===== src/rtl/lcd_cmd_decoder.sv =====
`default_nettype none
// ============================================================================
// Module   : lcd_cmd_decoder
// Purpose  : Decodes an LCD-controller byte stream (commands/parameters) into
//            window registers, display flags and a stream of addressed pixels.
// Revision : 1.0 - initial release
// ============================================================================
module lcd_cmd_decoder (
    input  logic        clk,
    input  logic        rst,
    input  logic        wr,
    input  logic [7:0]  D,
    input  logic        dcx,
    output logic        display_on,
    output logic        sleep_out,
    output logic [15:0] sc,
    output logic [15:0] ec,
    output logic [15:0] sp,
    output logic [15:0] ep,
    output logic        pix_valid,
    output logic [15:0] pix_x,
    output logic [15:0] pix_y,
    output logic [15:0] pix_color,
    output logic        err
);

    localparam logic [2:0] S_IDLE   = 3'd0;
    localparam logic [2:0] S_CASET  = 3'd1;
    localparam logic [2:0] S_PASET  = 3'd2;
    localparam logic [2:0] S_RAM_LO = 3'd3;
    localparam logic [2:0] S_RAM_HI = 3'd4;

    localparam logic [7:0] CMD_NOP     = 8'h00;
    localparam logic [7:0] CMD_SWRESET = 8'h01;
    localparam logic [7:0] CMD_SLPOUT  = 8'h11;
    localparam logic [7:0] CMD_DISPOFF = 8'h28;
    localparam logic [7:0] CMD_DISPON  = 8'h29;
    localparam logic [7:0] CMD_CASET   = 8'h2A;
    localparam logic [7:0] CMD_PASET   = 8'h2B;
    localparam logic [7:0] CMD_RAMWR   = 8'h2C;

    localparam logic [15:0] EC_RST = 16'd239;
    localparam logic [15:0] EP_RST = 16'd319;

    logic [2:0]  state, state_nxt;
    logic [1:0]  p, p_nxt;
    logic [23:0] shadow;
    logic [7:0]  color_lo;
    logic [15:0] cur_x, cur_y;

    logic cmd_byte, data_byte;
    logic do_swreset, do_sleep, do_on, do_off, do_ramwr, bad_cmd, stray;
    logic shift_par, commit_col, commit_page, latch_lo, pix_fire;

    assign cmd_byte  = wr & ~dcx;
    assign data_byte = wr &  dcx;

    // State register
    always_ff @(posedge clk or posedge rst) begin
        if (rst) begin
            state <= S_IDLE;
            p     <= 2'd0;
        end else begin
            state <= state_nxt;
            p     <= p_nxt;
        end
    end

    // Next-state logic: any command byte aborts and restarts decoding
    always_comb begin
        state_nxt = state;
        p_nxt     = p;
        if (cmd_byte) begin
            p_nxt = 2'd0;
            case (D)
                CMD_CASET: state_nxt = S_CASET;
                CMD_PASET: state_nxt = S_PASET;
                CMD_RAMWR: state_nxt = S_RAM_LO;
                default:   state_nxt = S_IDLE;
            endcase
        end else if (data_byte) begin
            case (state)
                S_CASET, S_PASET: begin
                    p_nxt = p + 2'd1;
                    if (p == 2'd3) state_nxt = S_IDLE;
                end
                S_RAM_LO: state_nxt = S_RAM_HI;
                S_RAM_HI: state_nxt = S_RAM_LO;
                default:  state_nxt = S_IDLE;
            endcase
        end
    end

    // Output decode: one-hot actions consumed by the datapath
    always_comb begin
        do_swreset  = cmd_byte && (D == CMD_SWRESET);
        do_sleep    = cmd_byte && (D == CMD_SLPOUT);
        do_on       = cmd_byte && (D == CMD_DISPON);
        do_off      = cmd_byte && (D == CMD_DISPOFF);
        do_ramwr    = cmd_byte && (D == CMD_RAMWR);
        bad_cmd     = cmd_byte && !(D == CMD_NOP    || D == CMD_SWRESET ||
                                    D == CMD_SLPOUT || D == CMD_DISPOFF ||
                                    D == CMD_DISPON || D == CMD_CASET   ||
                                    D == CMD_PASET  || D == CMD_RAMWR);
        stray       = data_byte && (state == S_IDLE);
        shift_par   = data_byte && (state == S_CASET || state == S_PASET) && (p != 2'd3);
        commit_col  = data_byte && (state == S_CASET) && (p == 2'd3);
        commit_page = data_byte && (state == S_PASET) && (p == 2'd3);
        latch_lo    = data_byte && (state == S_RAM_LO);
        pix_fire    = data_byte && (state == S_RAM_HI);
    end

    // Datapath registers
    always_ff @(posedge clk or posedge rst) begin
        if (rst) begin
            display_on <= 1'b0;
            sleep_out  <= 1'b0;
            sc         <= 16'd0;
            ec         <= EC_RST;
            sp         <= 16'd0;
            ep         <= EP_RST;
            shadow     <= 24'd0;
            color_lo   <= 8'd0;
            cur_x      <= 16'd0;
            cur_y      <= 16'd0;
            pix_valid  <= 1'b0;
            pix_x      <= 16'd0;
            pix_y      <= 16'd0;
            pix_color  <= 16'd0;
            err        <= 1'b0;
        end else begin
            err       <= bad_cmd | stray;
            pix_valid <= pix_fire;
            if (do_swreset) begin
                display_on <= 1'b0;
                sleep_out  <= 1'b0;
                sc         <= 16'd0;
                ec         <= EC_RST;
                sp         <= 16'd0;
                ep         <= EP_RST;
                shadow     <= 24'd0;
                color_lo   <= 8'd0;
                cur_x      <= 16'd0;
                cur_y      <= 16'd0;
                pix_x      <= 16'd0;
                pix_y      <= 16'd0;
                pix_color  <= 16'd0;
            end else begin
                if (do_sleep) sleep_out  <= 1'b1;
                if (do_on)    display_on <= 1'b1;
                if (do_off)   display_on <= 1'b0;
                if (shift_par) shadow <= {shadow[15:0], D};
                // Window bounds only change once all four bytes have arrived
                if (commit_col) begin
                    sc <= shadow[23:8];
                    ec <= {shadow[7:0], D};
                end
                if (commit_page) begin
                    sp <= shadow[23:8];
                    ep <= {shadow[7:0], D};
                end
                if (latch_lo) color_lo <= D;
                if (do_ramwr) begin
                    cur_x <= sc;
                    cur_y <= sp;
                end
                if (pix_fire) begin
                    pix_x     <= cur_x;
                    pix_y     <= cur_y;
                    pix_color <= {D, color_lo};
                    // >= keeps the walk bounded even when start > end
                    if (cur_x >= ec) begin
                        cur_x <= sc;
                        cur_y <= (cur_y >= ep) ? sp : cur_y + 16'd1;
                    end else begin
                        cur_x <= cur_x + 16'd1;
                    end
                end
            end
        end
    end

endmodule
`default_nettype wire


===== config.mk =====
export PLATFORM = sky130hd
export DESIGN_NAME = lcd_cmd_decoder
export DESIGN_NICKNAME = d
export VERILOG_FILES = /design/src/rtl/lcd_cmd_decoder.sv
export SDC_FILE = /design/constraint.sdc
export NUM_CORES = 1
export LEC_CHECK = 0
export CAP_MARGIN = 20
export CELL_PAD_IN_SITES_DETAIL_PLACEMENT = 2
export CELL_PAD_IN_SITES_GLOBAL_PLACEMENT = 2
export CORE_MARGIN = 8
export CORE_UTILIZATION = 34
export CTS_CLUSTER_SIZE = 8
export DETAILED_ROUTE_END_ITERATION = 10
export PLACE_DENSITY = 0.9
export SYNTH_ARGS = -nofsm -noshare
export SYNTH_HDL_FRONTEND = slang
export SYNTH_SLANG_ARGS = --single-unit

===== constraint.sdc =====
create_clock -name clk -period 6.7 [get_ports clk]
set_clock_uncertainty 0.2 [all_clocks]
set_input_delay 0.67 -clock clk [delete_from_list [all_inputs] [get_ports clk]]
set_output_delay 0.67 -clock clk [all_outputs]
set_load 0.1 [all_outputs]

* Yosys cells after proc, flatten, opt, wreduce, memory -nomap -nowiden
Cells that the tools add are included.
** Cells by class
- Add/sub/neg operators :: 3
- $mul :: 0
- Div/mod/pow operators :: 0
- $lt $le $gt $ge :: 2
- Eq/ne operators :: 14
- Shift-type cells :: 0
- Mux-type cells :: 40
- Bitwise gates (word level) :: 4
- Reduce and logical (&&, ||, !) cells :: 39
** Operators by type and width (count)
- $mux W16 :: 23
- $mux W24 :: 2
- $eq A8 B6 Y1 const B :: 5
- $add A16 B1 Y16 const B :: 2
- $ge A16 B16 Y1 :: 2
- $mux W8 :: 2
- $reduce_bool A2 Y1 :: 8
- $logic_and A1 B1 Y1 :: 15
- $mux W3 :: 3
- $pmux W3 S3 :: 1
- $eq A8 B1 Y1 const B :: 1
- $eq A8 B5 Y1 const B :: 1
- $logic_not A8 Y1 :: 1
- $logic_or A1 B1 Y1 :: 8
- $eq A3 B2 Y1 const B :: 2
- $mux W2 :: 3
- $pmux W2 S3 :: 1
- $reduce_bool A3 Y1 :: 2
- $mux W1 :: 5
- $reduce_and A2 Y1 :: 2
- $eq A3 B1 Y1 const B :: 1
- $eq A3 B3 Y1 const B :: 1
- $logic_not A3 Y1 :: 1
- $ne A3 B3 Y1 const B :: 1
- 8 further kinds :: 9
** Storage, ports and cells
- Register bits after elaboration :: 185
- Bits in latches :: 0
- Bits in writable memories :: 0
- Memory bits (read-only) :: 0
- Input bits :: 12
- Output and inout port bits :: 116
- Logic and storage cells :: 119
- Memories :: 0

* Logic depth before layout (Yosys ltp)
- Word-level depth :: 11
- Depth in mapped cells :: 11
- Depth with buffers taken out :: 9

* Worst setup path after synthesis
No wires, ideal clock.
- Path kind :: register -> register
- Start :: register ec[15]
- End :: register cur_x[4]
- Setup time :: 127 ps
- Arrival time :: 3039 ps
- Required time :: 6373 ps
- Setup slack :: 3334 ps
- Cell stages (with the launch flop) :: 11
- Path buffers :: 2
- Period minus slack after synthesis :: 3366 ps
- Path through :: dfrtp_1 > inv_1 > ha_1 > nand4_1 > a2111oi_0 > inv_1 > o211ai_1 > buf_2 > buf_2 > mux2i_1 > o21ai_0
** On the way
- Cells in the longest elaborated chain, start to end :: 4
** RTL lines
- from (decl) :: line 17 : output logic [15:0] ec,
- from (signal assigned) :: line 156 : ec <= {shadow[7:0], D};
- $ge A16 B16 Y1 :: line 172 : if (cur_x >= ec) begin
- $mux W16 :: line 172
- $mux W16 :: line 167 : if (pix_fire) begin
- $mux W16 :: line 134 : if (do_swreset) begin
- to (signal assigned) :: line 176 : cur_x <= cur_x + 16'd1;
- to (decl) :: line 49 : logic [15:0] cur_x, cur_y;
No other way between the ends.
A chain may end at the register's enable or synchronous reset.

* Worst setup path in the final report
- Start :: input port D[6]
- End :: register cur_x[15]
** On the way
- Cells in the longest elaborated chain, start to end :: 3
- Elaborated cells on any way between the ends :: 6
- Classes of those cells :: eq/ne (2); mux (1); reduce/logical (3)
** RTL lines
- from (decl) :: line 12 : input logic [7:0] D,
- $eq A8 B1 Y1 or $eq A8 B6 Y1 (tied branches) :: line 96, 100
- $logic_and A1 B1 Y1 (on tied branches) :: line 96, 100
- $reduce_bool A3 Y1 (no line) or $mux W16 (tied branches)
Several ways; a longest one is shown, not always the timed one.

==> impl_summary.md <==
Yosys
The xor and xnor area share after synthesis is 0.569%. Multiplexer cells account for 8.66% of the synthesized area. Sorting the synthesized cells by how often they occur yields sky130_fd_sc_hd__nand2_1 (173), sky130_fd_sc_hd__dfrtp_1 (171), sky130_fd_sc_hd__nor2_1 (95). The combinational family with the most area after synthesis is simple AND/OR/NAND/NOR gates. In the synthesized netlist the async set-or-reset flop fraction comes to 100%. Yosys attributes the largest share of cell area to sky130_fd_sc_hd__dfrtp_1 (46%), sky130_fd_sc_hd__mux2i_1 (7.8%), sky130_fd_sc_hd__nand2_1 (7.0%), sky130_fd_sc_hd__ha_1 (4.7%), sky130_fd_sc_hd__dfstp_2 (4.0%).

The basic-gate share of the synthesized area counting and, or, nand and nor cells is ~17%. The number of enable flip-flop cells after synthesis is 0. The share of the synthesized area in the top cell type is between 40% and 50%. Sequential cells were found to cover 50.3% of the synthesized design area.

The complex-gate fraction of the synthesized area is 13.8%. The synthesized area per cell is approximately 9.5 µm². The netlist area before placement is 9230 µm². The leading cell type by number of instances after synthesis is sky130_fd_sc_hd__nand2_1. Counting every instance in the synthesized netlist gives 974. The synthesized design spends more area on one cell type than any other, namely sky130_fd_sc_hd__dfrtp_1. The number of unique standard cell types used by synthesis is 59. The number of warnings printed during yosys synthesis is 0. The net count of the mapped netlist is 1021. The adder-cell share of the synthesized area is 4.74%. The predominant post-synthesis flop cell is sky130_fd_sc_hd__dfrtp_1.

The post-synthesis register bit count is around 190.

STA
The worst max-slew margin expressed relative to the limit is 32.1%. Setup violations remaining at the end of the flow were counted as 0. Setup repair after global routing left no endpoint under its margin. The minimum period implied by the final worst setup slack is 4.03 ns. The final sum of negative setup slack is 0 ns. After layout, the worst path uses 60.1% of the clock period. The final number of hold-violating endpoints is 0.

The worst hold-check slack is 0.323 ns. The final number of max-transition violations is 0. The slew at the pin with the worst max-slew slack is 1.02 ns.

The maximum frequency from static timing analysis is 0.248 GHz. The least setup slack across all paths after layout is 2.67 ns.

Placed design
Counting tap cells, the placed design contains a total of 1399 instances. After legalization and detailed placement, the total HPWL measured 24700 µm. The final weighted congestion in routability-driven placement is between 0.8 and 0.9.

Before CTS, the worst setup slack after placement is 2.40 ns. In this run the tool buffered the top-level ports with 127 buffer cells.

CTS
The maximum root-to-sink buffer count is 2. Post-CTS repair changed the size of 0 cells. The clock root buffer master is sky130_fd_sc_hd__clkbuf_16. The clock insertion delay at the later pin of the skew report is between 0.4 and 0.5 ns. The TritonCTS clock tree is built. Buffers added to address setup during post-CTS repair amount to 0. The clock sink count is 185. The number of hold buffers added after CTS was 0. The CTS H-tree depth is 4. TritonCTS created 17 clock buffers.

Clock-pin slew was measured on the worst setup and hold paths at 0.08 ns.

Detailed routing
Dividing the detail-routed wire length by the instance count gives 26.2 µm. The number of vias after detailed routing is 8239. After detailed routing, the total wire length is 37400 µm. After detailed routing, the number of remaining DRC violations is 0. For this run, the detailed router's first-pass iteration total came to 5. In the routed layout, each cell is associated on average with a via count of 5.76.

The detailed router finished its first iteration with 630 violations. Once detail routing completed, the nets flagged for antenna violations numbered 0.

Worst setup path
STA classifies the critical path endpoint as a flip-flop. The critical path class is input port to flip-flop. The data arrival time of the critical path is 4.17 ns. The required time of the critical path is 6.85 ns. The maximum fanout along the worst path is 23. STA classifies the critical path startpoint as an input port.

Power and ir drop
The worst ir drop on vdd is 0.000131 V. Summed over all cells, the static leakage comes to 5.05 nW. For this design the ratio of total power to cell area is 220 nW/µm².

Global route
The overall routing resource usage is a little under a quarter. Global routing finished with a remaining overflow of 0. The initial antenna violation count is 0.

The global-route wire length before repair is a little under 60000 µm. The largest net degree at the start of global routing is 97. The via count of the first global-routing pass is 9184.

Floorplanning
The row count is 60. For this configuration, the core starts out at a cell density of 34.4%. The die boundary height is 181 µm. The die area is 32700 µm². The count of boundary I/O pins is 128. The core area is about 27000 µm². The x dimension of the die is between 150 and 200 µm.

Flow run
The tool flagged a number of max-cap violations equal to 0.

Hold path
The type of the most critical hold path is flip-flop to flip-flop.

Status
The run finished with clean final reports.

Finish
The net total in the final layout is 1124. The fraction of layout instances using a drive strength above 1 is 8.17%. Excluding fillers, the count of instances in the completed layout stands at roughly 1400. 0 antenna diodes ended up in the layout.

The relative area change from synthesis to final layout is 24.5%.
## logic make-up after synthesis
group                    Yosys count
AO/OA/AOI/OAI                    202
AND/OR/NAND/NOR                  365
flip-flops                       185
adder cells (fa/ha/maj)           35
XOR/XNOR                           6
buffers and inverters            102
multiplexers                      79
## power by group
group | total (mW) | leakage [nW] | internal (mW) | switching (mW)
sequential | 1.19 | 2.50 | 1.14 | 0.0435
combinational | 0.182 | 2.23 | 0.0504 | 0.132
clock | 1.16 | 0.323 | 0.681 | 0.477
total | 2.53 | 5.05 | 1.87 | 0.652
## worst max-delay path: stages
cell,delay [ns]
sky130_fd_sc_hd__clkdlybuf4s50_1,0.59
sky130_fd_sc_hd__or4b_4,0.66
sky130_fd_sc_hd__or3_4,0.44
sky130_fd_sc_hd__nor3_4,0.19
sky130_fd_sc_hd__buf_4,0.34
sky130_fd_sc_hd__or3_1,0.46
sky130_fd_sc_hd__nand2_1,0.44
sky130_fd_sc_hd__o21ai_0,0.35
## placed cells by master (no fill, tap or decap), types with 4 or more instances in the layout
cell                              netlist  routed
sky130_fd_sc_hd__nand2_1              173     173
sky130_fd_sc_hd__nor2b_1                9       9
sky130_fd_sc_hd__nor2_1                95      93
sky130_fd_sc_hd__dfstp_2               14      14
sky130_fd_sc_hd__clkbuf_16              0      17
sky130_fd_sc_hd__nand3_1               17      17
sky130_fd_sc_hd__nor4_1                 8       6
sky130_fd_sc_hd__mux2_2                 7       7
sky130_fd_sc_hd__nor3b_1                4       4
sky130_fd_sc_hd__o22a_1                 6       6
sky130_fd_sc_hd__a211oi_1              13      13
sky130_fd_sc_hd__o211a_1                7       7
sky130_fd_sc_hd__dfrtp_1              171     171
sky130_fd_sc_hd__or3_1                  4       4
sky130_fd_sc_hd__a21oi_1               69      69
sky130_fd_sc_hd__a21o_1                 7       7
sky130_fd_sc_hd__nand2b_1               6       6
sky130_fd_sc_hd__mux2i_1               72      72
sky130_fd_sc_hd__a2111oi_0              7       7
sky130_fd_sc_hd__nor3_1                22      21
sky130_fd_sc_hd__o21a_1                 4       4
sky130_fd_sc_hd__o211ai_1              15      15
sky130_fd_sc_hd__clkinv_2               0       5
sky130_fd_sc_hd__ha_1                  35      35
sky130_fd_sc_hd__clkdlybuf4s50_1        0     127
sky130_fd_sc_hd__bufinv_16              0       5
sky130_fd_sc_hd__xnor2_1                5       5
sky130_fd_sc_hd__and3_1                 7       7
sky130_fd_sc_hd__o31ai_1                4       4
sky130_fd_sc_hd__buf_4                  0      17
sky130_fd_sc_hd__inv_1                 42      40
sky130_fd_sc_hd__o21ai_0               48      48
## final cells by class
cell class | count | area (µm²)
Fill cell | 2806 | 15300
Sequential cell | 185 | 4650
Multi-Input combinational cell | 687 | 4210
Timing Repair Buffer | 144 | 1400
Clock buffer | 19 | 453
Tap cell | 341 | 427
Clock inverter | 12 | 193
Inverter | 42 | 163
## registers in the layout (all words and copies together) (netlist names), 8 cells and up
signal and count:
sc 16, pix_color 16, shadow 24, cur_y 16, ec 16, ep 16
color_lo 8, pix_y 16, pix_x 16, sp 16, cur_x 16
## per-layer routing
layer / vias up / wire [µm] / track usage (%)
li1: 3560 / - / -
met1: 4326 / 16000 / 28.5
met2: 284 / 18500 / 39.2
met3: 69 / 1900 / 3.97
met4: 0 / 1040 / 8.13
met5: - / 0 / 0
## metrics by stage
stage | power [mW] | cell area, µm² | utilization, %
floorplan | 1.31 | 9230 | -
global placement | 1.37 | 10800 | 40.5
detailed placement | 1.38 | 10800 | 40.5
CTS | 2.53 | 11500 | 42.9
global route | 2.58 | 11500 | 42.9
finish | 2.53 | 11500 | 42.9
## worst paths after layout
path,startpoint,endpoint,slack [ns],cells after the start
max,D[6],cur_x[15],2.67,8
min,sleep_out,sleep_out,0.32,1
max reg2reg,ec[15],cur_y[0],2.87,9
min reg2reg,sleep_out,sleep_out,0.32,1
max in group asynchronous,rst,ec[8],4.45,3
min in group asynchronous,rst,pix_color[9],0.63,2
No activity file was read; power rests on OpenSTA's default activity.
